<file path="src/rtl/trackball_quad_gen.sv">
// ============================================================================
// Module   : trackball_quad_gen
// Purpose  : Turns signed per-report X/Y movement into paced 2-phase
//            quadrature trains, one edge per axis per step tick.
// Revision : 1.0  initial release
// ============================================================================
`default_nettype none

module trackball_quad_gen #(
  parameter int STEP_DIV = 64,
  parameter int ACC_W    = 12
) (
  input  logic       clk,
  input  logic       reset_n,
  input  logic       mv_stb,
  input  logic [8:0] dx,
  input  logic [8:0] dy,
  input  logic [1:0] scale,
  input  logic       clr,
  output logic       xa,
  output logic       xb,
  output logic       ya,
  output logic       yb,
  output logic       busy
);

  localparam int TMR_W = $clog2(STEP_DIV);
  localparam int SUM_W = ACC_W + 4;
  localparam logic [TMR_W-1:0]        c_TMR_LAST = TMR_W'(STEP_DIV - 1);
  localparam logic signed [SUM_W-1:0] c_POS_MAX  = SUM_W'((1 << (ACC_W - 1)) - 1);
  localparam logic signed [SUM_W-1:0] c_NEG_MAX  = -c_POS_MAX;

  logic [TMR_W-1:0] r_tmr;
  logic             w_tick;
  logic [1:0]       w_a;
  logic [1:0]       w_b;
  logic [1:0]       w_nz_nxt;
  logic             r_busy;

  assign w_tick = (r_tmr == c_TMR_LAST);

  always_ff @(posedge clk or negedge reset_n) begin
    if (!reset_n)    r_tmr <= '0;
    else if (w_tick) r_tmr <= '0;
    else             r_tmr <= r_tmr + 1'b1;
  end

  for (genvar a = 0; a < 2; a++) begin : g_axis
    logic signed [ACC_W-1:0] r_pend;
    logic [1:0]              r_p;
    logic                    r_a;
    logic                    r_b;
    logic [8:0]              w_d;
    logic signed [SUM_W-1:0] w_ds;
    logic signed [SUM_W-1:0] w_add;
    logic signed [SUM_W-1:0] w_step;
    logic signed [SUM_W-1:0] w_sum;
    logic signed [ACC_W-1:0] w_nxt;
    logic                    w_up;
    logic                    w_dn;
    logic [1:0]              w_p_nxt;

    assign w_d  = (a == 0) ? dx : dy;
    assign w_ds = $signed({{(SUM_W-9){w_d[8]}}, w_d}) <<< scale;
    assign w_add = mv_stb ? w_ds : '0;

    // Direction comes from the stored value, so a same-cycle strobe cannot
    // influence the step it coincides with.
    assign w_up = w_tick & ~clr & ~r_pend[ACC_W-1] & (r_pend != '0);
    assign w_dn = w_tick & ~clr & r_pend[ACC_W-1];

    assign w_step = w_up ? SUM_W'(1) : (w_dn ? -SUM_W'(1) : '0);
    assign w_sum  = $signed({{4{r_pend[ACC_W-1]}}, r_pend}) - w_step + w_add;

    // Symmetric clamp keeps the most negative code out of the accumulator.
    always_comb begin
      w_nxt = w_sum[ACC_W-1:0];
      if (clr)                    w_nxt = '0;
      else if (w_sum > c_POS_MAX) w_nxt = c_POS_MAX[ACC_W-1:0];
      else if (w_sum < c_NEG_MAX) w_nxt = c_NEG_MAX[ACC_W-1:0];
    end

    assign w_p_nxt = w_up ? (r_p + 2'd1) : (w_dn ? (r_p - 2'd1) : r_p);

    always_ff @(posedge clk or negedge reset_n) begin
      if (!reset_n) begin
        r_pend <= '0;
        r_p    <= 2'd0;
        r_a    <= 1'b0;
        r_b    <= 1'b0;
      end else begin
        r_pend <= w_nxt;
        r_p    <= w_p_nxt;
        r_a    <= w_p_nxt[1] ^ w_p_nxt[0];
        r_b    <= w_p_nxt[1];
      end
    end

    assign w_a[a]      = r_a;
    assign w_b[a]      = r_b;
    assign w_nz_nxt[a] = (w_nxt != '0);
  end

  always_ff @(posedge clk or negedge reset_n) begin
    if (!reset_n) r_busy <= 1'b0;
    else          r_busy <= |w_nz_nxt;
  end

  assign xa   = w_a[0];
  assign xb   = w_b[0];
  assign ya   = w_a[1];
  assign yb   = w_b[1];
  assign busy = r_busy;

endmodule

`default_nettype wire

</file>
<file path="config.mk">
export PLATFORM = sky130hd
export DESIGN_NAME = trackball_quad_gen
export DESIGN_NICKNAME = d
export VERILOG_FILES = /design/src/rtl/trackball_quad_gen.sv
export SDC_FILE = /design/constraint.sdc
export NUM_CORES = 1
export LEC_CHECK = 0
export ABC_AREA = 1
export CAP_MARGIN = 20
export CORE_ASPECT_RATIO = 0.75
export CORE_UTILIZATION = 58
export CTS_CLUSTER_SIZE = 20
export DETAILED_ROUTE_END_ITERATION = 16
export GPL_ROUTABILITY_DRIVEN = 0
export PLACE_DENSITY = 0.78
export SYNTH_ARGS = -nofsm -noshare
export SYNTH_HDL_FRONTEND = slang
export SYNTH_SLANG_ARGS = --single-unit
</file>
<file path="constraint.sdc">
create_clock -name clk -period 8.1 [get_ports clk]
set_input_delay 1.215 -clock clk [delete_from_list [all_inputs] [get_ports clk]]
set_output_delay 1.215 -clock clk [all_outputs]
set_load 0.01 [all_outputs]
</file>
==> impl_metrics.prom, run 1 <==
# TYPE chip_impl_metric gauge
chip_impl_info{name="status",value="finished clean"} 1
chip_impl_metric{name="finalSetupViolations",unit=""} 0
chip_impl_metric{name="totalWireLength",unit="mm"} 11.33
chip_impl_metric{name="dr.pass1.iters",unit=""} 7
chip_impl_metric{name="worst_clock_skew",unit="ns"} 0.006869
chip_impl_metric{name="max-clock-path-buffers",unit=""} 2
chip_impl_metric{name="clkSinkCount",unit=""} 37
chip_impl_metric{name="worstPathArrival",unit="ns"} 5.97
chip_impl_metric{name="worst_margin_slew",unit="ns"} 0.9967
chip_impl_info{name="clk_root_buffer_cell",value="sky130_fd_sc_hd__clkbuf_8"} 1
chip_impl_metric{name="cts_buffers",unit=""} 5
chip_impl_metric{name="groute.usage.overall",unit="%"} 30.18
chip_impl_metric{name="setup_tns",unit="ns"} 0
chip_impl_metric{name="synth-edff-count",unit=""} 0
chip_impl_metric{name="grt_max_degree",unit=""} 38
chip_impl_metric{name="clkLatencyLatePin",unit="ns"} 0.30
chip_impl_metric{name="design.final.nets",unit=""} 772
chip_impl_metric{name="coreArea",unit="µm²"} 7331
chip_impl_info{name="kind_of_capture_point_of_the_worst_setup_path",value="flip-flop"} 1
chip_impl_metric{name="worst-path-max-fanout",unit=""} 20
chip_impl_metric{name="clock_tree.htree_level_count",unit=""} 2
chip_impl_metric{name="initial_utilization",unit="%"} 59.98
chip_impl_metric{name="global_route.overflow_total",unit=""} 0
chip_impl_metric{name="synth-seq-cells",unit=""} 37
chip_impl_metric{name="std_cell_rows",unit=""} 27
chip_impl_metric{name="layout_worst_path_cycle_share",unit="%"} 71.38
chip_impl_metric{name="synth_seq_area_share",unit="%"} 21.06
chip_impl_metric{name="final_antenna_diode_count",unit=""} 0
chip_impl_info{name="critPathKind",value="input pin to flip-flop"} 1
chip_impl_info{name="hold_path_class",value="flip-flop to flip-flop"} 1
chip_impl_info{name="grt_setup_unrepaired",value="false"} 1
chip_impl_metric{name="cap_viol_max_count",unit=""} 0
chip_impl_metric{name="endpoint_required_time_on_the_critical_path",unit="ns"} 8.28
chip_impl_metric{name="slew-limit-headroom",unit="%"} 33.35
chip_impl_metric{name="fillCellCount",unit=""} 651
chip_impl_metric{name="die_width",unit="µm"} 102.5
chip_impl_metric{name="die_h",unit="µm"} 77.40
chip_impl_info{name="most-common-layout-cells",value="182 x sky130_fd_sc_hd__nand2_1, 132 x sky130_fd_sc_hd__inv_1, 56 x sky130_fd_sc_hd__nor2_1, 56 x sky130_fd_sc_hd__nand3_1, 47 x sky130_fd_sc_hd__ha_1"} 1
chip_impl_metric{name="buffer_ports.inserted",unit=""} 28
chip_impl_metric{name="wl_per_cell",unit="µm"} 14.18
chip_impl_info{name="cts_tree",value="built"} 1
chip_impl_metric{name="drcViolationCount",unit=""} 0
chip_impl_metric{name="vias_in_the_first_global_route",unit=""} 4075
chip_impl_metric{name="syn_nets",unit=""} 749
chip_impl_metric{name="yosys.cell_types.count",unit=""} 36
chip_impl_metric{name="drt_iter0_drc",unit=""} 471
chip_impl_metric{name="slew_violations",unit=""} 0
chip_impl_metric{name="netlist_area",unit="µm²"} 4397
chip_impl_info{name="ys.flop_type",value="sky130_fd_sc_hd__dfrtp_1"} 1
chip_impl_metric{name="hold_viol_final",unit=""} 0
chip_impl_metric{name="grt_antenna_before_repair",unit=""} 0
chip_impl_metric{name="cts_resized",unit=""} 0
chip_impl_metric{name="detailroute.via_count",unit=""} 4380
chip_impl_metric{name="grt_first_pass_wirelength",unit="mm"} 18.75
chip_impl_metric{name="synth-async-reset-ratio",unit="%"} 100.0
chip_impl_metric{name="cts.reportedPaths.clkPinSlew",unit="ns"} 0.08
chip_impl_metric{name="dp_hpwl",unit="mm"} 9.459
chip_impl_metric{name="cts_hold_buf",unit=""} 0
chip_impl_metric{name="fmax",unit="MHz"} 172.9
chip_impl_metric{name="period_minus_slack",unit="ns"} 5.782
chip_impl_metric{name="floorplan.die_area",unit="µm²"} 7936
chip_impl_info{name="most_common_cell_after_layout_fill_and_taps_aside",value="sky130_fd_sc_hd__nand2_1"} 1
chip_impl_metric{name="syn_inst",unit=""} 674
chip_impl_metric{name="num_io_pins",unit=""} 29
chip_impl_metric{name="yosys_warnings",unit=""} 0
chip_impl_metric{name="antenna_violating_nets_post_route",unit=""} 0
chip_impl_metric{name="postCtsSetupBuffers",unit=""} 0
chip_impl_info{name="crit_path_start_kind",value="input pin"} 1
chip_impl_metric{name="postSynthAreaPerCell",unit="µm²"} 6.523
chip_impl_metric{name="layout-drive-gt1-share",unit="%"} 3.438
chip_impl_metric{name="route.detailed.vias_per_inst",unit=""} 5.482
chip_impl_metric{name="layout_overhead_on_the_synthesized_area",unit="%"} 9.391
cell families after synthesis:
family,count (synthesis),share of synthesized area (%)
AOI/OAI and AO/OA,67,9.476
xor gates and xnor gates,27,5.378
adders and majority gates,51,15.20
buffers and inverters,146,13.06
DFF,37,21.06
muxes,13,2.959
and+or+nand+nor,333,32.87
metrics by stage:
stage / worst slack (ns) / hold WS [ns] / util [%] / cell area, µm² / instances
global route: 1.911 / 0.4878 / 65.61 / 4810 / 799
finish: 2.318 / 0.4655 / 65.61 / 4810 / 799
floorplan: 3.730 / 0.4305 / - / 4397 / 674
global placement: 2.199 / 0.4512 / 64.48 / 4727 / 791
CTS: 2.464 / 0.4690 / 65.61 / 4810 / 799
detailed placement: 2.165 / 0.4583 / 64.48 / 4727 / 791
final timing paths:
kind	startpoint	to	slack, ns	depth (start not counted)
max in group asynchronous	reset_n	g_axis[1].r_pend[0]	6.55	1
min in group asynchronous	reset_n	yb	1.01	1
hold reg to reg	r_tmr[0]	r_tmr[0]	0.47	1
setup / recovery	scale[0]	busy	2.32	20
setup reg to reg	r_tmr[0]	busy	3.27	24
hold / removal	r_tmr[0]	r_tmr[0]	0.47	1
metal layers:
metal	GRT usage (%)	share of wire, %
met5	0	0
met4	5.429	0.73
met3	4.955	8.8
met2	44.67	41
met1	45.96	50
registers in the layout (all words and copies together) (netlist names):
name           cells
busy               1
g_axis.r_p         2
g_axis.r_pend     24
ya                 1
xa                 1
xb                 1
yb                 1
r_tmr              6
synthesized netlist by cell type (8+ instances only):
cell                         n  area share (%)
sky130_fd_sc_hd__a21o_1     18             3.1
sky130_fd_sc_hd__a21oi_1    15             1.7
sky130_fd_sc_hd__dfrtp_1    37              21
sky130_fd_sc_hd__ha_1       47              13
sky130_fd_sc_hd__inv_1     132              11
sky130_fd_sc_hd__mux2i_1    13             3.0
sky130_fd_sc_hd__nand2_1   182              16
sky130_fd_sc_hd__nand3_1    56             6.4
sky130_fd_sc_hd__nand3b_1    8             1.4
sky130_fd_sc_hd__nor2_1     56             4.8
sky130_fd_sc_hd__o21ai_0    11             1.3
sky130_fd_sc_hd__o22ai_1    14             2.0
sky130_fd_sc_hd__xor2_1     23             4.6
cell type report:
cell class | instances | area, µm² | share of cell area (%)
clock buffer | 6 | 72.57 | 1.509
clock inverter | 2 | 10.01 | 0.2081
inverter | 134 | 503.0 | 10.46
multi-input combinational | 491 | 2897 | 60.22
sequential | 37 | 925.9 | 19.25
tap | 101 | 126.4 | 2.627
timing repair buffer | 28 | 275.3 | 5.723
critical path, cell delays in order:
cell and delay (ns):
sky130_fd_sc_hd__clkdlybuf4s50_1 1.13, sky130_fd_sc_hd__inv_1 0.25, sky130_fd_sc_hd__o21ai_0 0.35, sky130_fd_sc_hd__o22ai_1 0.14, sky130_fd_sc_hd__fa_1 0.47, sky130_fd_sc_hd__ha_1 0.36, sky130_fd_sc_hd__nand2_1 0.13, sky130_fd_sc_hd__inv_1 0.05
sky130_fd_sc_hd__a21oi_1 0.31, sky130_fd_sc_hd__nor3_1 0.08, sky130_fd_sc_hd__nor3_1 0.20, sky130_fd_sc_hd__nand2_1 0.13, sky130_fd_sc_hd__nand2_1 0.11, sky130_fd_sc_hd__inv_1 0.09, sky130_fd_sc_hd__nand3_1 0.35, sky130_fd_sc_hd__inv_1 0.13
sky130_fd_sc_hd__a21oi_2 0.17, sky130_fd_sc_hd__nand3_1 0.13, sky130_fd_sc_hd__nor2_1 0.12, sky130_fd_sc_hd__nand2_1 0.06
Power of run 1 is not shown: default switching activity piles up to over one toggle a cycle in this logic, so the estimate is an artifact.
==> run 2, diff against run 1 <==
==> constraint.sdc (replaced) <==
create_clock -name clk -period 6.05 [get_ports clk]
set_input_delay 0.9075 -clock clk [delete_from_list [all_inputs] [get_ports clk]]
set_output_delay 0.9075 -clock clk [all_outputs]
set_load 0.01 [all_outputs]
==> run 2 against run 1 <==
Net effect: register-to-register slack lost 2.1 ns; critical endpoint unchanged; worst setup slack worse by 1.5 ns; sequential share of layout area shrank 0.11 points; cell count grew 0.25%; non-clock buffer count up 2; flip-flop and latch count did not move; highest routed layer unchanged; largest cell class unchanged.
==> impl_metrics.prom, run 2 (synthesis gave the netlist of run 1 again) <==
# TYPE chip_impl_metric gauge
chip_impl_info{name="status",value="finished clean"} 1
chip_impl_metric{name="slew-limit-headroom",unit="%"} 44.99
chip_impl_metric{name="cts.reportedPaths.clkPinSlew",unit="ns"} 0.07
chip_impl_metric{name="antenna_violating_nets_post_route",unit=""} 0
chip_impl_info{name="reg_top3",value="g_axis.r_pend: 24 flops, r_tmr: 6 flops, g_axis.r_p: 2 flops"} 1
chip_impl_metric{name="clock_tree.htree_level_count",unit=""} 2
chip_impl_metric{name="worst_clock_skew",unit="ns"} 0.01567
chip_impl_metric{name="vias_in_the_first_global_route",unit=""} 4142
chip_impl_metric{name="grt_first_pass_wirelength",unit="mm"} 19.35
chip_impl_metric{name="wl_per_cell",unit="µm"} 14.45
chip_impl_info{name="clk_root_buffer_cell",value="sky130_fd_sc_hd__clkbuf_8"} 1
chip_impl_info{name="critPathKind",value="input pin to flip-flop"} 1
chip_impl_info{name="hp-start",value="r_tmr[0]"} 1
chip_impl_metric{name="layout-drive-gt1-share",unit="%"} 3.857
chip_impl_metric{name="num_io_pins",unit=""} 29
chip_impl_metric{name="drt_iter0_drc",unit=""} 493
chip_impl_info{name="critPathLaunch",value="clr"} 1
chip_impl_metric{name="worstPathArrival",unit="ns"} 5.39
chip_impl_metric{name="post_route_core_utilization",unit="%"} 66.00
chip_impl_metric{name="final_cell_area",unit="µm²"} 4838
chip_impl_metric{name="max_stage_delay",unit="ns"} 0.54
chip_impl_metric{name="fmax",unit="MHz"} 191.7
chip_impl_metric{name="hold_viol_final",unit=""} 0
chip_impl_metric{name="clkSinkCount",unit=""} 37
chip_impl_metric{name="whs_path_depth",unit=""} 1
chip_impl_info{name="crit_path_start_kind",value="input pin"} 1
chip_impl_metric{name="grt_antenna_before_repair",unit=""} 0
chip_impl_metric{name="final_antenna_diode_count",unit=""} 0
chip_impl_metric{name="cts_hold_buf",unit=""} 0
chip_impl_metric{name="design.final.nets",unit=""} 774
chip_impl_metric{name="postCtsSetupBuffers",unit=""} 0
chip_impl_info{name="cts_tree",value="built"} 1
chip_impl_metric{name="grt_max_degree",unit=""} 38
chip_impl_metric{name="clkLatencyLatePin",unit="ns"} 0.30
chip_impl_metric{name="dp_hpwl",unit="mm"} 9.435
chip_impl_info{name="hold_path_class",value="flip-flop to flip-flop"} 1
chip_impl_metric{name="cts_resized",unit=""} 0
chip_impl_info{name="max_flop_register",value="g_axis.r_pend"} 1
chip_impl_metric{name="finalSetupViolations",unit=""} 0
chip_impl_metric{name="worst-path-max-fanout",unit=""} 11
chip_impl_metric{name="period_minus_slack",unit="ns"} 5.217
chip_impl_metric{name="std_cell_rows",unit=""} 27
chip_impl_info{name="grt_setup_unrepaired",value="false"} 1
chip_impl_metric{name="coreArea",unit="µm²"} 7331
chip_impl_metric{name="max-clock-path-buffers",unit=""} 2
chip_impl_metric{name="holdWs",unit="ns"} 0.4615
chip_impl_metric{name="global_route.overflow_total",unit=""} 0
chip_impl_info{name="crit_chain",value="clkdlybuf4s50_1 -> nor2_1 -> inv_2 -> nor2_4 -> inv_1 -> fa_1 -> ha_1 -> nand2_1 -> nor2_1 -> o21ai_0 -> nand3_1 -> nand2_1 -> nand2_1 -> nand3_1 -> nand3_1 -> inv_1 -> nor2_1 -> nand3_1 -> nor2_1 -> nand2_1"} 1
chip_impl_metric{name="setup_tns",unit="ns"} 0
chip_impl_metric{name="initial_utilization",unit="%"} 59.98
chip_impl_metric{name="worst_margin_slew",unit="ns"} 0.8251
chip_impl_metric{name="route.detailed.vias_per_inst",unit=""} 5.527
chip_impl_metric{name="slew_violations",unit=""} 0
chip_impl_info{name="most-common-layout-cells",value="182 x sky130_fd_sc_hd__nand2_1, 132 x sky130_fd_sc_hd__inv_1, 56 x sky130_fd_sc_hd__nor2_1, 56 x sky130_fd_sc_hd__nand3_1, 47 x sky130_fd_sc_hd__ha_1"} 1
chip_impl_metric{name="postPlaceCellArea",unit="µm²"} 4742
chip_impl_metric{name="die_width",unit="µm"} 102.5
chip_impl_info{name="regToRegStartpoint",value="r_tmr[0]"} 1
chip_impl_info{name="most_common_cell_after_layout_fill_and_taps_aside",value="sky130_fd_sc_hd__nand2_1"} 1
chip_impl_metric{name="cts_buffers",unit=""} 5
chip_impl_metric{name="buffer_ports.inserted",unit=""} 28
chip_impl_metric{name="detailroute.via_count",unit=""} 4427
chip_impl_metric{name="largest_register_ff_count",unit=""} 24
chip_impl_metric{name="layout_overhead_on_the_synthesized_area",unit="%"} 10.05
chip_impl_metric{name="groute.usage.overall",unit="%"} 31.20
chip_impl_metric{name="floorplan.die_area",unit="µm²"} 7936
chip_impl_info{name="kind_of_capture_point_of_the_worst_setup_path",value="flip-flop"} 1
chip_impl_metric{name="dr.pass1.iters",unit=""} 6
chip_impl_metric{name="totalWireLength",unit="mm"} 11.57
chip_impl_info{name="cp_max_delay_cell",value="sky130_fd_sc_hd__clkdlybuf4s50_1"} 1
chip_impl_metric{name="cap_viol_max_count",unit=""} 0
chip_impl_metric{name="die_h",unit="µm"} 77.40
chip_impl_metric{name="drcViolationCount",unit=""} 0
chip_impl_metric{name="endpoint_required_time_on_the_critical_path",unit="ns"} 6.22
chip_impl_metric{name="r2r.worst_path.cells",unit=""} 23
chip_impl_metric{name="layout_worst_path_cycle_share",unit="%"} 86.23
## run 2: metrics by stage
stage / setup slack [ns] / std cells
2_1_floorplan: 1.987 / 674
3_3_place_gp: 0.7216 / 793
3_5_place_dp: 0.6598 / 793
4_1_cts: 0.9346 / 801
5_1_grt: 0.4597 / 801
6_report: 0.8333 / 801
## run 2: path summary, 6_finish.rpt
| kind | slack (ns) | to |
|---|---|---|
| hold reg to reg | 0.46 | r_tmr[0] |
| max in group asynchronous | 4.81 | g_axis[1].r_pend[1] |
| setup reg to reg | 1.17 | busy |
| hold / removal | 0.46 | r_tmr[0] |
| setup / recovery | 0.83 | busy |
| min in group asynchronous | 0.70 | ya |
## run 2: layer usage
layer	global-route usage, %	routed length, µm
met4	5.429	153
met3	6.667	1069
met1	46.47	5588
met2	46.47	4761
met5	0	0
## run 2: final cells by class
cell class	count	area, µm²
Multi-Input combinational cell	491	2897
Fill cell	683	2492
Sequential cell	37	925.9
Inverter	134	503.0
Timing Repair Buffer	30	290.3
Tap cell	101	126.4
Clock buffer	6	82.58
Clock inverter	2	13.76
## run 2: critical path: cells and delay by family
| family | cells | cell delay (ns) |
|---|---|---|
| buffers and inverters | 4 | 1.10 |
| adder cells (fa/ha/maj) | 2 | 0.93 |
| AND/OR/NAND/NOR | 13 | 2.21 |
| AO/OA/AOI/OAI | 1 | 0.25 |
Power of run 2 is left out for the same reason.
==> run 3, diff against run 2 <==
--- a/config.mk
+++ b/config.mk
@@ -6,7 +6,7 @@
 export NUM_CORES = 1
 export LEC_CHECK = 0
 export ABC_AREA = 1
-export CAP_MARGIN = 20
+export CAP_MARGIN = 5
 export CORE_ASPECT_RATIO = 0.75
 export CORE_UTILIZATION = 58
 export CTS_CLUSTER_SIZE = 20
==> constraint.sdc (replaced) <==
create_clock -name clk -period 6.05 [get_ports clk]
set_input_delay 1.5125 -clock clk [delete_from_list [all_inputs] [get_ports clk]]
set_output_delay 1.5125 -clock clk [all_outputs]
set_load 0.01 [all_outputs]
==> run 3 against run 2 <==
Net effect: non-clock buffer count increased by 1; largest cell class unchanged; sequential share of layout area decreased by 0.12 points; clock skew decreased by 0.0072 ns; core utilization increased by 0.43 points; count of clock-buffer cells in the layout unchanged; hold slack improved by 0.024 ns; first-iteration DRC count increased by 1.8%; register-to-register slack improved by 0.27 ns; global-route usage decreased by 0.68 points; via count decreased by 1.4%.
==> impl_metrics.prom, run 3 (synthesis gave the netlist of run 1 again) <==
# TYPE chip_impl_metric gauge
chip_impl_metric{name="floorplan.die_area",unit="µm²"} 7936
chip_impl_metric{name="worstPathArrival",unit="ns"} 5.62
chip_impl_metric{name="critPathBufInv",unit=""} 6
chip_impl_info{name="status",value="finished clean"} 1
chip_impl_metric{name="cap_viol_max_count",unit=""} 0
chip_impl_metric{name="num_io_pins",unit=""} 29
chip_impl_metric{name="layout_overhead_on_the_synthesized_area",unit="%"} 10.76
chip_impl_info{name="reg_top3",value="g_axis.r_pend: 24 flops, r_tmr: 6 flops, g_axis.r_p: 2 flops"} 1
chip_impl_info{name="crit_path_start_kind",value="input pin"} 1
chip_impl_metric{name="cts_resized",unit=""} 0
chip_impl_info{name="clk_root_buffer_cell",value="sky130_fd_sc_hd__clkbuf_8"} 1
chip_impl_metric{name="wl_per_cell",unit="µm"} 14.17
chip_impl_metric{name="slew_violations",unit=""} 0
chip_impl_metric{name="dp_hpwl",unit="mm"} 9.278
chip_impl_metric{name="drcViolationCount",unit=""} 0
chip_impl_metric{name="layout-drive-gt1-share",unit="%"} 3.994
chip_impl_metric{name="totalWireLength",unit="mm"} 11.37
chip_impl_info{name="most-common-layout-cells",value="182 x sky130_fd_sc_hd__nand2_1, 132 x sky130_fd_sc_hd__inv_1, 56 x sky130_fd_sc_hd__nor2_1, 56 x sky130_fd_sc_hd__nand3_1, 47 x sky130_fd_sc_hd__ha_1"} 1
chip_impl_metric{name="grt_max_degree",unit=""} 38
chip_impl_metric{name="cts_buffers",unit=""} 5
chip_impl_metric{name="final_antenna_diode_count",unit=""} 0
chip_impl_metric{name="antenna_violating_nets_post_route",unit=""} 0
chip_impl_metric{name="worst-path-max-fanout",unit=""} 11
chip_impl_metric{name="period_minus_slack",unit="ns"} 5.434
chip_impl_metric{name="slew-limit-headroom",unit="%"} 42.76
chip_impl_metric{name="finish.cell_count_without_fillers",unit=""} 802
chip_impl_info{name="hold_path_class",value="flip-flop to flip-flop"} 1
chip_impl_metric{name="grt_first_pass_wirelength",unit="mm"} 18.99
chip_impl_metric{name="clkSinkCount",unit=""} 37
chip_impl_metric{name="cts.reportedPaths.clkPinSlew",unit="ns"} 0.08
chip_impl_metric{name="setup_tns",unit="ns"} 0
chip_impl_metric{name="finalSetupViolations",unit=""} 0
chip_impl_metric{name="fmax",unit="MHz"} 184.0
chip_impl_info{name="kind_of_capture_point_of_the_worst_setup_path",value="flip-flop"} 1
chip_impl_metric{name="max-clock-path-buffers",unit=""} 2
chip_impl_metric{name="groute.usage.overall",unit="%"} 30.51
chip_impl_metric{name="drt_iter0_drc",unit=""} 502
chip_impl_metric{name="cts_hold_buf",unit=""} 0
chip_impl_metric{name="hold_viol_final",unit=""} 0
chip_impl_metric{name="die_width",unit="µm"} 102.5
chip_impl_metric{name="global_route.overflow_total",unit=""} 0
chip_impl_metric{name="post-place-cells",unit=""} 794
chip_impl_info{name="max_flop_register",value="g_axis.r_pend"} 1
chip_impl_metric{name="worst_clock_skew",unit="ns"} 0.008438
chip_impl_metric{name="grt_antenna_before_repair",unit=""} 0
chip_impl_info{name="grt_setup_unrepaired",value="false"} 1
chip_impl_metric{name="clkLatencyLatePin",unit="ns"} 0.29
chip_impl_info{name="cp_max_delay_cell",value="sky130_fd_sc_hd__fa_1"} 1
chip_impl_metric{name="vias_in_the_first_global_route",unit=""} 4100
chip_impl_info{name="crit_chain",value="clkdlybuf4s50_1 -> nor2_1 -> inv_2 -> nor2_4 -> inv_1 -> fa_1 -> ha_1 -> nand2_1 -> inv_1 -> a21oi_1 -> nor3_1 -> nor3_1 -> nand2_1 -> nand2_1 -> inv_1 -> nand3_1 -> inv_1 -> nor2_1 -> nand3_1 -> nor2_1 -> nand2_1"} 1
chip_impl_metric{name="buffer_ports.inserted",unit=""} 28
chip_impl_metric{name="detailroute.via_count",unit=""} 4367
chip_impl_metric{name="clock_tree.htree_level_count",unit=""} 2
chip_impl_metric{name="holdWs",unit="ns"} 0.4854
chip_impl_metric{name="design.final.nets",unit=""} 775
chip_impl_info{name="critPathKind",value="input pin to flip-flop"} 1
chip_impl_metric{name="layout_worst_path_cycle_share",unit="%"} 89.81
chip_impl_info{name="most_common_cell_after_layout_fill_and_taps_aside",value="sky130_fd_sc_hd__nand2_1"} 1
chip_impl_metric{name="std_cell_rows",unit=""} 27
chip_impl_metric{name="route.detailed.vias_per_inst",unit=""} 5.445
chip_impl_metric{name="largest_register_ff_count",unit=""} 24
chip_impl_info{name="worst_path_top_cell_family_by_delay",value="simple AND/OR/NAND/NOR gates"} 1
chip_impl_info{name="cts_tree",value="built"} 1
chip_impl_metric{name="endpoint_required_time_on_the_critical_path",unit="ns"} 6.23
chip_impl_metric{name="coreArea",unit="µm²"} 7331
chip_impl_metric{name="postCtsSetupBuffers",unit=""} 0
chip_impl_metric{name="worst_margin_slew",unit="ns"} 0.8586
chip_impl_metric{name="die_h",unit="µm"} 77.40
chip_impl_metric{name="fillCellCount",unit=""} 660
chip_impl_metric{name="dr.pass1.iters",unit=""} 7
chip_impl_metric{name="max_stage_delay",unit="ns"} 0.52
chip_impl_metric{name="initial_utilization",unit="%"} 59.98
-- run 3: changes by cell type in the layout (fill, tap and decap cells not counted), sizes merged --
cell | previous run | this run
buf | 3 | 4
bufinv | 0 | 1
clkinv | 2 | 0
clkinvlp | 0 | 1
-- run 3: through the flow --
stage                     utilization [%]  cell area [µm²]  worst slack [ns]
final                               66.43             4870            0.6164
after detailed placement            64.79             4750            0.3951
after CTS                           66.43             4870            0.6726
after global placement              64.79             4750            0.5207
after floorplan                         -             4397             1.382
after global routing                66.43             4870            0.2248
-- run 3: metal layers --
| layer | up-vias | track usage, % | part of all wire, % | wire length [µm] |
|---|---|---|---|---|
| li1 | 2194 | - | - | - |
| met1 | 1993 | 45.87 | 49 | 5581 |
| met2 | 163 | 44.47 | 40 | 4600 |
| met3 | 17 | 7.658 | 9.7 | 1100 |
| met4 | 0 | 4.286 | 0.74 | 84 |
| met5 | - | 0 | 0 | 0 |
-- run 3: worst paths after layout --
kind                       startpoint                   to  slack (ns)  cells after the start
setup / recovery                  clr                 busy        0.62                     21
hold / removal               r_tmr[0]             r_tmr[0]        0.49                      1
setup reg to reg             r_tmr[0]                 busy        1.44                     24
hold reg to reg              r_tmr[0]             r_tmr[0]        0.49                      1
max in group asynchronous     reset_n  g_axis[0].r_pend[0]        4.17                      1
min in group asynchronous     reset_n                   ya        1.33                      1
-- run 3: final cells by class --
class	count	area, µm²	area share, %
multi-input combinational	491	2897	59.48
inverter	134	503.0	10.33
timing repair buffer	31	297.8	6.115
clock inverter	2	37.54	0.7708
sequential	37	925.9	19.01
tap	101	126.4	2.595
clock buffer	6	82.58	1.696
-- run 3: worst reg2reg max path, cell delays in order (launching register included) --
cell and delay (ns):
sky130_fd_sc_hd__dfrtp_1 0.39, sky130_fd_sc_hd__ha_1 0.20, sky130_fd_sc_hd__nand3_1 0.12, sky130_fd_sc_hd__nor2_1 0.10, sky130_fd_sc_hd__nand2_1 0.10, sky130_fd_sc_hd__nor2_1 0.16
sky130_fd_sc_hd__inv_2 0.11, sky130_fd_sc_hd__nor2_4 0.31, sky130_fd_sc_hd__inv_1 0.29, sky130_fd_sc_hd__fa_1 0.52, sky130_fd_sc_hd__ha_1 0.36, sky130_fd_sc_hd__nand2_1 0.11
sky130_fd_sc_hd__inv_1 0.04, sky130_fd_sc_hd__a21oi_1 0.25, sky130_fd_sc_hd__nor3_1 0.08, sky130_fd_sc_hd__nor3_1 0.13, sky130_fd_sc_hd__nand2_1 0.11, sky130_fd_sc_hd__nand2_1 0.10
sky130_fd_sc_hd__inv_1 0.08, sky130_fd_sc_hd__nand3_1 0.35, sky130_fd_sc_hd__inv_1 0.12, sky130_fd_sc_hd__nor2_1 0.17, sky130_fd_sc_hd__nand3_1 0.12, sky130_fd_sc_hd__nor2_1 0.11
sky130_fd_sc_hd__nand2_1 0.05
Power of run 3 is left out for the same reason.
